===== src/rtl/hp_bank_writer_pkg.sv =====
`default_nettype none
// ============================================================================
// Module  : hp_bank_writer_pkg
// Purpose : Shared types and sizing for the HP-side bank writer.
// Revision: 1.0 - initial release
// ============================================================================
package hp_bank_writer_pkg;

    // Words in one HP bank and the matching address width
    localparam int HP_BANK_DEPTH = 4096;
    localparam int HP_ADDR_W     = 12;

    // Frame length counter is one bit wider so a full bank (4096) is representable
    localparam int LEN_W         = 13;

    // Writer states
    typedef enum logic [1:0] {
        ST_IDLE    = 2'd0,
        ST_WRITE   = 2'd1,
        ST_DISCARD = 2'd2,
        ST_DONE    = 2'd3
    } hp_state_e;

endpackage : hp_bank_writer_pkg
`default_nettype wire


===== src/rtl/hp_bank_writer.sv =====
`default_nettype none
// ============================================================================
// Module  : hp_bank_writer
// Purpose : Writes a framed 32-bit stream into one HP-side RAM bank, one word
//           per address starting at 0. Words beyond the bank depth are dropped
//           and flagged with a sticky overflow. Frame statistics are published
//           once per frame during a one-cycle DONE gap.
// Options : HP_WR_CHECKSUM_EN - when defined, CHECKSUM_O carries the modulo
//           2^32 sum of the words written in the last frame; otherwise 0.
// Revision: 1.0 - initial release
// ============================================================================
module hp_bank_writer
    import hp_bank_writer_pkg::*;
(
    input  logic        PHY_CLK33_I,
    input  logic        PHY_RSTn_I,
    input  logic [31:0] S_DATA_I,
    input  logic [3:0]  S_BE_I,
    input  logic        S_VALID_I,
    input  logic        S_LAST_I,
    output logic        S_READY_O,
    output logic [11:0] HPRAM_ADD_O,
    output logic [31:0] HPRAM_DATA_O,
    output logic [3:0]  HPRAM_WEN_O,
    output logic        HP_MEM_IDLE_O,
    output logic [15:0] FRAME_CNT_O,
    output logic [12:0] LAST_LEN_O,
    output logic        OVF_O,
    input  logic        OVF_CLR_I,
    output logic [31:0] CHECKSUM_O
);

    localparam logic [LEN_W-1:0] c_FULL_LEN = LEN_W'(HP_BANK_DEPTH);
    localparam logic [LEN_W-1:0] c_LEN_ONE  = LEN_W'(1);

    hp_state_e              state_q, state_d;
    logic [LEN_W-1:0]       cnt_q, cnt_d;       // words written so far in this frame
    logic                   ready_q, ready_d;
    logic                   idle_q, idle_d;
    logic [HP_ADDR_W-1:0]   add_q, add_d;
    logic [31:0]            data_q, data_d;
    logic [3:0]             wen_q, wen_d;
    logic [15:0]            fcnt_q, fcnt_d;
    logic [LEN_W-1:0]       len_q, len_d;
    logic                   ovf_q, ovf_d;

    logic                   w_accept;
    logic                   w_ovf_set;

    assign w_accept = S_VALID_I & ready_q;

    // Next-state and next-output decode for the frame writer
    always_comb begin
        state_d   = state_q;
        cnt_d     = cnt_q;
        add_d     = add_q;
        data_d    = data_q;
        wen_d     = 4'h0;
        fcnt_d    = fcnt_q;
        len_d     = len_q;
        w_ovf_set = 1'b0;

        case (state_q)
            ST_IDLE: begin
                if (w_accept) begin
                    add_d   = '0;
                    data_d  = S_DATA_I;
                    wen_d   = S_BE_I;
                    cnt_d   = c_LEN_ONE;
                    state_d = S_LAST_I ? ST_DONE : ST_WRITE;
                end
            end
            ST_WRITE: begin
                if (w_accept) begin
                    if (cnt_q == c_FULL_LEN) begin
                        // Bank is full: this word and the rest of the frame are dropped
                        w_ovf_set = 1'b1;
                        state_d   = S_LAST_I ? ST_DONE : ST_DISCARD;
                    end else begin
                        add_d  = cnt_q[HP_ADDR_W-1:0];
                        data_d = S_DATA_I;
                        wen_d  = S_BE_I;
                        cnt_d  = cnt_q + c_LEN_ONE;
                        if (S_LAST_I) begin
                            state_d = ST_DONE;
                        end
                    end
                end
            end
            ST_DISCARD: begin
                if (w_accept && S_LAST_I) begin
                    state_d = ST_DONE;
                end
            end
            ST_DONE: begin
                fcnt_d  = fcnt_q + 16'd1;
                len_d   = cnt_q;
                state_d = ST_IDLE;
            end
            default: begin
                state_d = ST_IDLE;
            end
        endcase

        // A new overflow takes priority over a simultaneous clear request
        if (w_ovf_set) begin
            ovf_d = 1'b1;
        end else if (OVF_CLR_I) begin
            ovf_d = 1'b0;
        end else begin
            ovf_d = ovf_q;
        end

        ready_d = (state_d != ST_DONE);
        // Drop idle as soon as a frame starts, but raise it one cycle after
        // returning to IDLE so the frame statistics are already settled
        idle_d  = (state_d == ST_IDLE) && (state_q == ST_IDLE);
    end

    // Frame writer state and registered outputs
    always_ff @(posedge PHY_CLK33_I or negedge PHY_RSTn_I) begin
        if (!PHY_RSTn_I) begin
            state_q <= ST_IDLE;
            cnt_q   <= '0;
            ready_q <= 1'b0;
            idle_q  <= 1'b1;
            add_q   <= '0;
            data_q  <= '0;
            wen_q   <= 4'h0;
            fcnt_q  <= '0;
            len_q   <= '0;
            ovf_q   <= 1'b0;
        end else begin
            state_q <= state_d;
            cnt_q   <= cnt_d;
            ready_q <= ready_d;
            idle_q  <= idle_d;
            add_q   <= add_d;
            data_q  <= data_d;
            wen_q   <= wen_d;
            fcnt_q  <= fcnt_d;
            len_q   <= len_d;
            ovf_q   <= ovf_d;
        end
    end

`ifdef HP_WR_CHECKSUM_EN
    logic [31:0] sum_q, sum_d;
    logic [31:0] csum_q, csum_d;

    // Running sum of written words; restarts with the first word of a frame
    always_comb begin
        sum_d  = sum_q;
        csum_d = csum_q;
        if (w_accept && (state_q == ST_IDLE)) begin
            sum_d = S_DATA_I;
        end else if (w_accept && (state_q == ST_WRITE) && (cnt_q != c_FULL_LEN)) begin
            sum_d = sum_q + S_DATA_I;
        end
        if (state_q == ST_DONE) begin
            csum_d = sum_q;
        end
    end

    // Checksum accumulator and published result
    always_ff @(posedge PHY_CLK33_I or negedge PHY_RSTn_I) begin
        if (!PHY_RSTn_I) begin
            sum_q  <= '0;
            csum_q <= '0;
        end else begin
            sum_q  <= sum_d;
            csum_q <= csum_d;
        end
    end

    assign CHECKSUM_O = csum_q;
`else
    assign CHECKSUM_O = 32'h0000_0000;
`endif

    assign S_READY_O     = ready_q;
    assign HP_MEM_IDLE_O = idle_q;
    assign HPRAM_ADD_O   = add_q;
    assign HPRAM_DATA_O  = data_q;
    assign HPRAM_WEN_O   = wen_q;
    assign FRAME_CNT_O   = fcnt_q;
    assign LAST_LEN_O    = len_q;
    assign OVF_O         = ovf_q;

endmodule : hp_bank_writer
`default_nettype wire


===== config.mk =====
export PLATFORM = sky130hd
export DESIGN_NAME = hp_bank_writer
export DESIGN_NICKNAME = d
export VERILOG_FILES = /design/src/rtl/hp_bank_writer_pkg.sv /design/src/rtl/hp_bank_writer.sv
export SDC_FILE = /design/constraint.sdc
export NUM_CORES = 1
export LEC_CHECK = 0
export BUFFER_PORTS_ARGS = -buffer_cell sky130_fd_sc_hd__buf_2
export CELL_PAD_IN_SITES_DETAIL_PLACEMENT = 1
export CELL_PAD_IN_SITES_GLOBAL_PLACEMENT = 1
export CORE_MARGIN = 2
export CORE_UTILIZATION = 23
export DETAILED_ROUTE_END_ITERATION = 8
export PLACE_DENSITY_LB_ADDON = 0.1
export SLEW_MARGIN = 20
export SYNTH_ARGS = -nofsm -noshare
export SYNTH_HDL_FRONTEND = slang
export SYNTH_SLANG_ARGS = --single-unit
export TNS_END_PERCENT = 5

===== constraint.sdc =====
create_clock -name PHY_CLK33_I -period 4.4 [get_ports PHY_CLK33_I]
set_input_delay 0.66 -clock PHY_CLK33_I [delete_from_list [all_inputs] [get_ports PHY_CLK33_I]]
set_output_delay 0.66 -clock PHY_CLK33_I [all_outputs]
set_load 0.05 [all_outputs]

==> results.txt <==
----------------------------------------------------
[Power and ir drop]
  Total power divided by cell area ... 621 mW/mm²
  Standby leakage power ... 2.71 nW
  Power after layout ... 3.27 mW
  Total internal power ... 1.85 mW
  Sw Share ... 43.5%
  Fraction of power consumed by the clock network ... 22.6%
  Comb pwr share ... 40.0%
  Part of the total power dissipated in sequential elements ... 37.3%
  VDD IR-drop max ... 0.182 mV
  Switching component of the power ... 1.42 mW

[Floorplan]
  Effective utilization at floorplan ... 23.3%
  Die H ... 141 µm
  I/O pins ... 153
  Width of the chip ... 141 µm
  Die footprint ... 0.0199 mm²
  # rows ... 50
  Total core area ... 0.0186 mm²

[Clocking]
  CTS H-tree depth ... 3
  Clock slew at the register clock pins of the worst setup and hold paths ... 0.06 ns
  Number of buffers inserted by post-CTS setup repair ... 0
  Maximum buffer depth of the clock tree ... 2
  Clock network latency to the later pin of the worst-skew pair ... 0.34 ns
  Clock tree from TritonCTS ... done
  Total clock buffers created by CTS ... 9
  Number of gates resized after cts ... 0
  Clock root cell ... clkbuf_16
  Hold-fix buffer count after cts ... 0
  Sinks on the clock net ... 95

[Worst setup path]
  Kind of end point of the critical path ... flop
  Crit-path max FO ... 46
  CP startpoint kind ... flop
  Data arrival time of the critical path ... 2.63 ns
  Worst EP required ... 4.63 ns
  Class of the most critical setup path ... flop to flop

[Finish]
  Seq. cell area ... 0.00238 mm²
  Post-layout net count ... 498
  Layout cell share with drive strength beyond 1 ... 41.6%
  Synthesis-to-layout area growth ... 21.8%
  Commonest cells after routing, fill and taps aside ... 119 x buf_2, 94 x dfrtp_1, 32 x conb_1
  Final antenna diode count ... 0
  Fill cell count ... 2079
  Commonest non-fill, non-tap cell in the layout ... buf_2
  Multi-input logic area ... 0.00168 mm²

[Route]
  Number of vias in the routed layout ... 2856
  Routed length per placed instance ... 15.6 µm
  Initial detailed-routing violation count ... 96
  Vias per std cell ... 4.12
  Post-route DRC ... 0
  First drt pass iteration count ... 4
  Overall routed net length ... 10.8 mm
  Post-DRT Antenna Nets ... 0

[Placement]
  Routability Congestion ... 0.730
  Port Buf Inserts ... 120
  Dpl hpwl ... 7.58 mm
  Pre-CTS setup slack ... 1.88 ns

[Synth]
  Ys Warns ... 0
  Number of distinct standard cells referenced by the synthesized netlist ... 43
  Mean post-synth cell area ... 12.8 µm²
  Cells after Synth ... 337
  Number of synthesized register bits ... 95
  Number of enable-type register cells in the synthesized netlist ... 0
  Most used flip-flop cell after synthesis ... dfrtp_1
  Post-synth ARST share ... 100%
  Cell types with the largest area share after synthesis ... dfrtp_1 54%, mux2_4 9.4%, buf_4 5.7%
  Area share of the leading cell type in the synthesized netlist ... 54.4%
  Share of synthesized area occupied by flip-flops and latches ... 55.0%
  Synthesized area ... 0.00433 mm²
  Synth area leader ... dfrtp_1

[Timing]
  Worst-Margin Slew ... 0.900 ns
  Final setup violation count ... 0
  Share of the cycle needed by the critical path after routing ... 54.5%
  Sum of negative setup slack ... 0 ns
  Final critical-path required period ... 2.40 ns
  Post-route setup slack ... 2.00 ns
  Max Clock Freq ... 0.417 GHz
  Relative slew slack ... 40.0%
  Final hold vios ... 0
  Worst hold-check slack ... 0.442 ns
  Post-route clock skew ... 0.00558 ns
  Final Max Slew Viols ... 0
  RSZ-0062 raised after global routing ... no

[Global routing]
  First-pass GRT wire length ... 17.2 mm
  Grt total ovfl ... 0
  Largest net degree at the start of global routing ... 67
  Antenna violations before repair ... 0
  Global-route usage over all layers ... 11.2%
  Vias in the first global route ... 3060

[Hold path]
  Classification of the worst-slack hold path ... input pin to asynchronous set/reset pin

[Job]
  Total of max-cap violations ... 0

[Outcome]
  Status ... finished, final reports clean

----------------------------------------------------
## stage by stage
stage	instance area, µm²	instances	utilization, %
after CTS	5270	693	28.4
final	5270	693	28.4
after global placement	4990	677	26.9
after global routing	5270	693	28.4
after detailed placement	4990	677	26.9
after floorplan	4440	368	-
## per-layer routing
layer,share of wire [%],global-route usage [%],up-vias
met5,0,0,-
met4,2.3,5.16,0
met3,5.3,2.38,13
met2,46,17.4,93
met1,47,14.9,1424
li1,-,-,1326
## registers in the layout, indices dropped and copies added (netlist names)
name and flops:
FRAME_CNT_O 16, HPRAM_ADD_O 12, HPRAM_DATA_O 32, HPRAM_WEN_O 4
HP_MEM_IDLE_O 1, LAST_LEN_O 13, OVF_O 1, S_READY_O 1
cnt_q 13, state_q 2
## power groups by stage
stage	Clock, mW	Combinational (mW)	Sequential [mW]
finish	0.739	1.31	1.22
global route	0.812	1.39	1.25
CTS	0.776	1.33	1.23
detailed placement	0	1.33	1.24
global placement	0	1.31	1.23
floorplan	0	0.524	1.75
## final cells by class
class	count	area share (%)
clock inverter	1	0.0950
sequential	95	45.2
multi-input combinational	218	31.9
timing repair buffer	121	11.6
clock buffer	15	5.08
tap	234	5.56
inverter	9	0.641
## critical path, stage by stage (launching register included)
cell	delay (ns)
dfrtp_1	0.44
inv_1	0.17
ha_1	0.18
and4bb_2	0.26
nand4_4	0.31
nand2_8	0.47
mux2_2	0.39
## synthesized netlist by cell type (4+ instances only)
| library cell | n |
|---|---|
| a21bo_2 | 6 |
| a21oi_1 | 4 |
| and3_1 | 8 |
| buf_4 | 33 |
| clkbuf_1 | 6 |
| dfrtp_1 | 94 |
| inv_1 | 9 |
| mux2_2 | 16 |
| mux2_4 | 27 |
| nand2_1 | 16 |
| nand3_1 | 10 |
| nand4_1 | 14 |
| nor2_1 | 15 |
| nor3_1 | 8 |
| nor4_1 | 5 |
| o21ai_0 | 7 |
| xnor2_1 | 20 |
## final timing paths
check | startpoint | endpoint | slack (ns) | cells past startpoint
setup / recovery | cnt_q[1] | HPRAM_DATA_O[31] | 2.00 | 6
setup reg to reg | cnt_q[1] | HPRAM_DATA_O[31] | 2.00 | 6
max in group asynchronous | PHY_RSTn_I | HPRAM_DATA_O[17] | 3.00 | 2
hold reg to reg | FRAME_CNT_O[15] | FRAME_CNT_O[15] | 0.47 | 1
min in group PHY_CLK33_I | FRAME_CNT_O[15] | FRAME_CNT_O[15] | 0.47 | 1
hold / removal | PHY_RSTn_I | FRAME_CNT_O[10] | 0.44 | 1
## cells by family (layout without fill, tap and decap cells)
kind of cell    Yosys count  in the layout  synth area share [%]
fa+ha+maj                 3              3                 0.868
buf+inv                  55            146                  8.88
compound gates           26             26                  4.31
flops                    95             95                  55.0
simple gates             89             89                  12.2
xor+xnor                 23             23                  4.66
other cells               1             32                0.0867
mux                      45             45                  14.0
No activity file was read; power rests on OpenSTA's default activity.
